`config.mk`:
```
export PLATFORM = sky130hd
export DESIGN_NAME = bitonic_stream_sorter
export DESIGN_NICKNAME = d
export VERILOG_FILES = /design/src/rtl/bitonic_stream_sorter_pkg.sv /design/src/rtl/bitonic_stream_sorter_cmp_exchange.sv /design/src/rtl/bitonic_stream_sorter.sv
export SDC_FILE = /design/constraint.sdc
export NUM_CORES = 1
export LEC_CHECK = 0
export CAP_MARGIN = 10
export CORE_ASPECT_RATIO = 0.7
export CORE_MARGIN = 5
export CORE_UTILIZATION = 63
export DETAILED_ROUTE_END_ITERATION = 16
export GPL_ROUTABILITY_DRIVEN = 0
export PLACE_DENSITY = 0.82
export SETUP_SLACK_MARGIN = 0.02
export SYNTH_ARGS = -nofsm -noshare
export SYNTH_HDL_FRONTEND = slang
export SYNTH_HIERARCHICAL = 1
export SYNTH_SLANG_ARGS = --single-unit
```
`constraint.sdc`:
```
create_clock -name clk_i -period 8.4 [get_ports clk_i]
set_input_delay 1.68 -clock clk_i [delete_from_list [all_inputs] [get_ports clk_i]]
set_output_delay 1.68 -clock clk_i [all_outputs]
set_load 0.05 [all_outputs]
```
`src/rtl/bitonic_stream_sorter_pkg.sv`:
```
// Shared types and constants for the sequential bitonic stream sorter.
package bitonic_stream_sorter_pkg;

   typedef enum logic [1:0] {
      ST_LOAD  = 2'd0,
      ST_SORT  = 2'd1,
      ST_DRAIN = 2'd2
   } state_e;

   localparam logic DIR_ASC  = 1'b0;
   localparam logic DIR_DESC = 1'b1;

   // A pair sorts ascending when it sits in the lower half of its k-block, flipped for a descending block.
   function automatic logic pairAscending(input logic inLowerHalf, input logic blockDir);
      return (blockDir == DIR_DESC) ? !inLowerHalf : inLowerHalf;
   endfunction

endpackage

```
`src/rtl/bitonic_stream_sorter_cmp_exchange.sv`:
```
// Combinational compare-exchange cell: orders one pair of unsigned words in the requested direction.
module bitonic_stream_sorter_cmp_exchange #(
   parameter int W = 32
) (
   input  logic [W-1:0] a_i,
   input  logic [W-1:0] b_i,
   input  logic         asc_i,
   output logic [W-1:0] lo_o,
   output logic [W-1:0] hi_o
);

   logic swap;

   always_comb begin
      swap = asc_i ? (a_i > b_i) : (a_i < b_i);
      lo_o = swap ? b_i : a_i;
      hi_o = swap ? a_i : b_i;
   end

endmodule

```
`src/rtl/bitonic_stream_sorter.sv`:
```
// Sequential bitonic sorter: loads N words, runs one compare-exchange per cycle, then streams the block out.
module bitonic_stream_sorter
   import bitonic_stream_sorter_pkg::*;
#(
   parameter int W     = 32,
   parameter int N     = 8,
   parameter int LOG2N = 3
) (
   input  logic         clk_i,
   input  logic         rst_ni,
   input  logic         clear_i,
   input  logic         dir_i,
   input  logic         in_valid_i,
   output logic         in_ready_o,
   input  logic [W-1:0] in_data_i,
   output logic         out_valid_o,
   input  logic         out_ready_i,
   output logic [W-1:0] out_data_o,
   output logic         out_last_o,
   output logic         busy_o
);

   typedef logic [LOG2N-1:0] idx_t;
   typedef logic [3:0]       stage_t;

   localparam idx_t   LastIdx  = idx_t'(N - 1);
   localparam idx_t   LastPair = idx_t'(N / 2 - 1);
   localparam stage_t LastKLog = stage_t'(LOG2N);

   state_e        state_q, state_d;
   idx_t          cnt_q, cnt_d;
   stage_t        kLog_q, kLog_d;
   stage_t        jLog_q, jLog_d;
   idx_t          p_q, p_d;
   logic          dir_q, dir_d;
   logic [W-1:0]  out_data_q, out_data_d;
   logic          out_last_q, out_last_d;
   logic [W-1:0]  mem_q [N];

   idx_t          pairLo, pairHi, cntNext;
   logic          lowerBlock, pairAsc, lastCompare;
   logic          inFire, outFire;
   logic [W-1:0]  cmpLo, cmpHi;

   // Map the pair counter p onto indices (i, i|j) for the current sub-stage j = 2^jLog.
   always_comb begin
      pairLo      = idx_t'(((int'(p_q) >> jLog_q) << (jLog_q + 1)) | (int'(p_q) & ((1 << jLog_q) - 1)));
      pairHi      = pairLo | idx_t'(1 << jLog_q);
      lowerBlock  = ((int'(pairLo) >> kLog_q) & 1) == 0;
      pairAsc     = pairAscending(lowerBlock, dir_q);
      lastCompare = (state_q == ST_SORT) && (p_q == LastPair) && (jLog_q == '0) && (kLog_q == LastKLog);
      cntNext     = cnt_q + 1'b1;
      inFire      = in_valid_i && in_ready_o;
      outFire     = out_valid_o && out_ready_i;
   end

   bitonic_stream_sorter_cmp_exchange #(
      .W (W)
   ) u_cmp (
      .a_i   (mem_q[pairLo]),
      .b_i   (mem_q[pairHi]),
      .asc_i (pairAsc),
      .lo_o  (cmpLo),
      .hi_o  (cmpHi)
   );

   always_ff @(posedge clk_i or negedge rst_ni) begin
      if (!rst_ni) begin
         state_q <= ST_LOAD;
      end else begin
         state_q <= state_d;
      end
   end

   always_comb begin
      state_d = state_q;
      unique case (state_q)
         ST_LOAD:  if (inFire && cnt_q == LastIdx) state_d = ST_SORT;
         ST_SORT:  if (lastCompare) state_d = ST_DRAIN;
         ST_DRAIN: if (outFire && out_last_q) state_d = ST_LOAD;
         default:  state_d = ST_LOAD;
      endcase
      if (clear_i) state_d = ST_LOAD;
   end

   always_comb begin
      in_ready_o  = (state_q == ST_LOAD);
      out_valid_o = (state_q == ST_DRAIN);
      busy_o      = (state_q != ST_LOAD) || (cnt_q != '0);
      out_data_o  = out_data_q;
      out_last_o  = out_last_q;
   end

   // Counters, direction latch and the registered output word.
   always_comb begin
      cnt_d      = cnt_q;
      kLog_d     = kLog_q;
      jLog_d     = jLog_q;
      p_d        = p_q;
      dir_d      = dir_q;
      out_data_d = out_data_q;
      out_last_d = out_last_q;
      unique case (state_q)
         ST_LOAD: begin
            if (inFire) begin
               if (cnt_q == '0) dir_d = dir_i;
               if (cnt_q == LastIdx) begin
                  cnt_d  = '0;
                  kLog_d = 4'd1;
                  jLog_d = '0;
                  p_d    = '0;
               end else begin
                  cnt_d = cntNext;
               end
            end
         end
         ST_SORT: begin
            if (p_q != LastPair) begin
               p_d = p_q + 1'b1;
            end else begin
               p_d = '0;
               if (jLog_q != '0) begin
                  jLog_d = jLog_q - 1'b1;
               end else if (kLog_q != LastKLog) begin
                  kLog_d = kLog_q + 1'b1;
                  jLog_d = kLog_q;
               end else begin
                  // Word 0 may be written by this very compare when N is 2, so forward it.
                  out_data_d = (pairLo == '0) ? cmpLo : mem_q[0];
                  out_last_d = 1'b0;
               end
            end
         end
         ST_DRAIN: begin
            if (outFire) begin
               if (out_last_q) begin
                  cnt_d      = '0;
                  out_last_d = 1'b0;
               end else begin
                  cnt_d      = cntNext;
                  out_data_d = mem_q[cntNext];
                  out_last_d = (cntNext == LastIdx);
               end
            end
         end
         default: cnt_d = '0;
      endcase
      if (clear_i) begin
         cnt_d      = '0;
         dir_d      = dir_q;
         out_last_d = 1'b0;
      end
   end

   always_ff @(posedge clk_i or negedge rst_ni) begin
      if (!rst_ni) begin
         cnt_q      <= '0;
         kLog_q     <= '0;
         jLog_q     <= '0;
         p_q        <= '0;
         dir_q      <= DIR_ASC;
         out_data_q <= '0;
         out_last_q <= 1'b0;
      end else begin
         cnt_q      <= cnt_d;
         kLog_q     <= kLog_d;
         jLog_q     <= jLog_d;
         p_q        <= p_d;
         dir_q      <= dir_d;
         out_data_q <= out_data_d;
         out_last_q <= out_last_d;
      end
   end

   // The word array carries no reset; its contents only matter once a full block is loaded.
   always_ff @(posedge clk_i) begin
      if (!clear_i) begin
         if (inFire) begin
            mem_q[cnt_q] <= in_data_i;
         end else if (state_q == ST_SORT) begin
            mem_q[pairLo] <= cmpLo;
            mem_q[pairHi] <= cmpHi;
         end
      end
   end

endmodule

```
==> flow_summary.yaml, run 1 <==
min_path:
  min_to: "dir_q$_DFFE_PN0P_"
  hold_start: "dir_q$_DFFE_PN0P_"
  holdPathStages: 1
  min-delay-path-class: "reg -> reg"
clock_network:
  cts-root-buf: "clkbuf_16"
  clk_latency_ns: 0.61
  numCtsBuffers: 31
  htreeDepth: 1
  cts_resized: 0
  cts_tree: "yes"
  clkTransAtPathRegs_ns: 0.06
  cts.path.max_buffers: 3
  post_cts_buffers: 0
  cts_sinks: 306
  cts-hold-fix-buffers: 0
timing:
  fin_hold_ws_ns: 0.5577
  finalHoldViolations: 0
  rsz0062_at_grt: "false"
  max-slew-margin-rel_pct: 20.68
  worst_pin_slew_ns: 1.190
  max_freq_mhz: 133.7
  skew_ns: 0.02705
  period_needed_ns: 7.477
  finalSetupTns_ns: 0
  drv_slew: 0
  fin_ws_ns: 0.9232
  setup_viol: 0
  period_share_pct: 89.01
yosys:
  netlist_top_cells_area: "edfxtp_1, mux2_2, mux4_2"
  synth_top_area_share_pct: 34.54
  synth_cell_types: 71
  synthCells: 1843
  synth_edf_count: 256
  ys_ff_latch: 306
  synthArstFlopShare_pct: 16.34
  synth_fp_nets: 1922
  synth_top_area_cell: "edfxtp_1"
  ys_seq_area_share_pct: 40.16
  yosys.cell_count.top_type: "mux2_2"
  syn_area_mm2: 0.02226
  avgSynthCellArea_um2: 12.08
  synth_common_cells: "mux2_2, edfxtp_1, nand2_1, a21oi_1, mux2i_1"
  synthFlopType: "edfxtp_1"
  yosys_warnings: 6
placement:
  pre_cts_ws_ns: 1.214
  dpl.cell_count: 2280
  dpl.hpwl_mm: 40.12
  placed_cell_area_mm2: 0.02329
  port-buffer-count: 73
finish:
  design_area_mm2: 0.02425
  utilization_pct: 69.67
  area_delta_synth_final_pct: 8.950
  drive_gt1_share_pct: 32.74
  nNetsFinal: 1920
  num_antenna_cells: 0
  fin_cells: 2338
power_and_ir_drop:
  power_mw: 6.314
  powerDensity_mw_per_mm2: 260.4
  power_leakage_nw: 8.790
  irDropWorstVdd_mv: 0.2124
worst_setup_path:
  reg2reg_slack_ns: 0.92
  cp_max_fo: 41
  crit_type: "reg -> reg"
  start_kind: "flop"
  r2r-start: "jLog_q[0]$_DFFE_PN0P_"
  end_kind: "flop"
  critPathRequiredTime_ns: 8.74
  r2r_cells: 20
  regToRegEndpoint: "mem_q[0][1]$_DFFE_PP_"
  crit_arrival_ns: 7.81
floorplan:
  initial_utilization_pct: 63.95
  coreArea_mm2: 0.03480
  rows: 57
  ios: 74
  die_y_um: 167.3
  die_w_um: 234.6
  die_area_mm2: 0.03924
route:
  drtPass1Iterations: 7
  top_layer: "met4"
  num_vias: 17504
  drt-wirelength-per-cell_um: 29.78
  met1Wirelength_mm: 25.01
  wirelength_mm: 69.63
  initialDrtViolationCount: 3012
  routed-wl-met3_mm: 10.33
  drtAntennaViolNets: 0
  viasPerCell: 7.487
  dr_wl_met2_mm: 30.93
  drc: 0
grt:
  overflow: 0
  grt_pass1_vias: 17415
  grt_max_degree: 73
  gr-usage-all-layers_pct: 33.93
  grt_pass1_wl_mm: 104.1
  antenna_found_initial: 0
job:
  cap_violations: 0
run_status:
  status: "finished, final reports clean"
-- worst max-delay path: stages, from the launching register on --
cell	delay, ns
dfrtp_1	0.62
inv_1	0.14
ha_1	0.42
or3b_2	0.52
nor2_1	0.24
o21a_2	0.96
buf_4	0.35
a21oi_1	0.06
a221oi_1	0.31
a21o_1	0.17
ha_1	0.18
nand2_1	0.06
o21ai_0	0.59
a22oi_1	0.20
nand3_1	0.14
mux2_2	0.37
a21oi_4	0.16
buf_4	0.57
mux2_2	0.44
mux2_2	0.33
mux2_1	0.32
-- layout by cell type, fill, tap and decap left out, types with 5 or more instances in the layout --
master,n
nand4_1,12
clkbuf_16,31
mux4_2,64
buf_4,40
clkinv_2,9
edfxtp_1,256
mux2_1,8
a221oi_1,64
a21oi_1,146
a22oi_1,32
o22ai_1,32
mux2_4,90
nor2b_1,7
clkbuf_1,11
nand3b_1,5
a221o_1,33
inv_1,39
nor3_1,9
o21ai_0,48
nand3_1,11
a21o_1,32
ha_1,39
mux2i_1,98
clkdlybuf4s50_1,72
nor2_1,19
dfrtp_1,49
nand2b_1,8
mux2_2,323
nor2_4,7
nand2_1,186
-- registers in the layout, summed over array words and instances, names as in the netlist --
| register | cells |
|---|---|
| mem_q | 256 |
| cnt_q | 3 |
| kLog_q | 4 |
| p_q | 3 |
| dir_q | 1 |
| out_last_o | 1 |
| state_q | 2 |
| jLog_q | 4 |
| out_data_o | 32 |
-- worst max path at each step --
stage                                from               endpoint
floorplan           jLog_q[0]$_DFFE_PN0P_  mem_q[2][6]$_DFFE_PP_
detailed placement  jLog_q[0]$_DFFE_PN0P_  mem_q[0][1]$_DFFE_PP_
global route        jLog_q[0]$_DFFE_PN0P_  mem_q[0][1]$_DFFE_PP_
global placement    jLog_q[0]$_DFFE_PN0P_  mem_q[0][1]$_DFFE_PP_
finish              jLog_q[0]$_DFFE_PN0P_  mem_q[0][1]$_DFFE_PP_
CTS                 jLog_q[0]$_DFFE_PN0P_  mem_q[0][1]$_DFFE_PP_
-- per-layer routing --
| metal | up-vias | global-route usage, % |
|---|---|---|
| met5 | - | 0 |
| met4 | 0 | 14.82 |
| met3 | 312 | 8.122 |
| met2 | 1521 | 52.59 |
| met1 | 8433 | 46.08 |
| li1 | 7238 | - |
-- report_power, final --
| part | switching (mW) | leakage, nW | internal (mW) |
|---|---|---|---|
| registers | 0.0632 | 2.98 | 1.70 |
| clock network | 0.621 | 0.479 | 0.746 |
| logic | 1.89 | 5.33 | 1.29 |
| total | 2.57 | 8.79 | 3.74 |
-- cell type report --
cell class | count | area (um2)
clock buffer | 46 | 872.1
timing repair buffer | 117 | 1106
multi-input combinational | 1346 | 12500
inverter | 39 | 146.4
clock inverter | 12 | 87.58
fill | 2458 | 10560
sequential | 306 | 8942
tap | 472 | 590.6
-- cell families after synthesis --
| family | share of synthesized area, % |
|---|---|
| flops | 40.16 |
| compound gates | 12.78 |
| fa+ha+maj | 2.305 |
| buf+inv | 4.475 |
| mux | 33.70 |
| xor+xnor | 0.1574 |
| simple gates | 6.409 |
No activity file was read; power rests on OpenSTA's default activity.
==> run 2, diff against run 1 <==
CORE_UTILIZATION = 65   (was 63)
CTS_BUF_LIST = sky130_fd_sc_hd__clkbuf_4   (was unset)
HOLD_SLACK_MARGIN = 0.05   (was unset)
PLACE_DENSITY = 0.84   (was 0.82)
==> flow_summary.yaml, run 2 (synthesized netlist as in run 1, its figures left out) <==
finish:
  register_area_mm2: 0.008942
  layout_commonest_cell: "mux2_2"
  nNetsFinal: 1961
  drive_gt1_share_pct: 35.31
  multi_input_area_mm2: 0.01251
  area_delta_synth_final_pct: 8.855
  num-fill-cells: 2334
  final_cell_mix: "mux2_2, edfxtp_1, nand2_1"
  largest_reg_flops: 256
  regMostFlops: "mem_q"
timing:
  fin_hold_ws_ns: 0.5521
  rsz0062_at_grt: "false"
  finalHoldViolations: 0
  max-slew-margin-rel_pct: 17.92
  drv_slew: 0
  period_share_pct: 90.23
  worst_pin_slew_ns: 1.227
  max_freq_mhz: 131.9
  skew_ns: 0.07895
  period_needed_ns: 7.579
  finalSetupTns_ns: 0
  setup_viol: 0
clock_network:
  cts-hold-fix-buffers: 0
  cts_tree: "yes"
  clkTransAtPathRegs_ns: 0.07
  cts.path.max_buffers: 3
  numCtsBuffers: 76
  cts_sinks: 306
  cts-root-buf: "clkbuf_4"
  cts_resized: 0
  clk_latency_ns: 0.84
  htreeDepth: 3
  post_cts_buffers: 0
floorplan:
  die_y_um: 164.8
  die_area_mm2: 0.03810
  coreArea_mm2: 0.03363
  die_w_um: 231.2
  ios: 74
  initial_utilization_pct: 66.17
  rows: 56
worst_setup_path:
  reg2reg_slack_ns: 0.82
  start_kind: "flop"
  cp_max_fo: 36
  r2r-start: "jLog_q[0]$_DFFE_PN0P_"
  critPathRequiredTime_ns: 8.97
  r2r_cells: 18
  end_kind: "flop"
  crit_arrival_ns: 8.15
  crit_type: "reg -> reg"
  regToRegEndpoint: "mem_q[5][31]$_DFFE_PP_"
run_status:
  status: "finished, final reports clean"
min_path:
  min_to: "out_data_o[17]$_DFFE_PN0P_"
  hold_start: "mem_q[0][17]$_DFFE_PP_"
  min-delay-path-class: "reg -> reg"
  holdPathStages: 1
route:
  initialDrtViolationCount: 3090
  drc: 0
  drtPass1Iterations: 8
  viasPerCell: 7.485
  drtAntennaViolNets: 0
  wirelength_mm: 69.48
  drt-wirelength-per-cell_um: 29.21
  num_vias: 17806
grt:
  overflow: 0
  antenna_found_initial: 1
  grt_max_degree: 85
  grt_pass1_vias: 17452
  gr-usage-all-layers_pct: 35.84
  grt_pass1_wl_mm: 103.3
power_and_ir_drop:
  irDropWorstVdd_mv: 0.2276
  powerDensity_mw_per_mm2: 260.0
  power_leakage_nw: 8.887
placement:
  port-buffer-count: 73
  dpl.hpwl_mm: 39.96
job:
  cap_violations: 0
[run 2: layout make-up]
class | count | share of cell area [%]
diodes | 1 | 0.01033
well taps | 435 | 2.247
clock inverters | 22 | 0.6198
inverters | 39 | 0.6043
multi-input cells | 1346 | 51.64
repair buffers | 113 | 4.338
flip-flops and latches | 306 | 36.91
clock buffers | 117 | 3.626
[run 2: how the worst max path moves through the flow]
stage	start	endpoint	slack [ns]	depth (start not counted)
after global placement	jLog_q[0]$_DFFE_PN0P_	mem_q[6][31]$_DFFE_PP_	1.39	18
after global routing	jLog_q[0]$_DFFE_PN0P_	mem_q[7][31]$_DFFE_PP_	0.51	18
after detailed placement	jLog_q[0]$_DFFE_PN0P_	mem_q[5][31]$_DFFE_PP_	1.16	18
after floorplan	jLog_q[0]$_DFFE_PN0P_	mem_q[2][6]$_DFFE_PP_	2.57	23
final	jLog_q[0]$_DFFE_PN0P_	mem_q[5][31]$_DFFE_PP_	0.82	18
after CTS	jLog_q[0]$_DFFE_PN0P_	mem_q[5][31]$_DFFE_PP_	1.12	18
[run 2: stage by stage]
step,total power [mW],cells,util (%),setup slack [ns],cell area [um2]
final,6.299,2379,72.03,0.8209,24230
after global routing,6.541,2379,72.03,0.5103,24230
after CTS,6.188,2378,72.02,1.117,24220
after detailed placement,4.826,2239,68.97,1.157,23190
after global placement,4.734,2239,68.97,1.387,23190
after floorplan,4.138,1843,-,2.569,22260
[run 2: critical path: stages, from the launching register on]
cell      delay [ns]
dfrtp_1         0.61
inv_1           0.17
ha_1            0.43
and3b_1         0.21
o211ai_1        0.23
nand3_1         0.29
nand2_2         0.95
o22ai_1         0.16
a221oi_1        0.60
inv_1           0.13
ha_1            0.34
nand4_1         0.24
nor4_1          0.76
o211ai_1        0.28
a21oi_4         0.23
buf_4           0.61
mux2_2          0.43
mux2_2          0.34
mux2_2          0.29
[run 2: power by group]
group	switching [mW]	internal (mW)	leakage, nW	total [mW]
Sequential	0.0592	1.70	2.98	1.76
Combinational	1.88	1.29	5.30	3.17
Clock	0.666	0.699	0.608	1.37
Total	2.61	3.69	8.89	6.30
[run 2: layer usage]
layer	track usage, %	wire, um	part of all wire [%]	vias up
met5	0	0	0	-
met4	16.90	3656	5.3	0
met3	11.03	11400	16	348
met2	53.09	29560	43	1595
met1	48.72	24870	36	8492
li1	-	-	-	7371
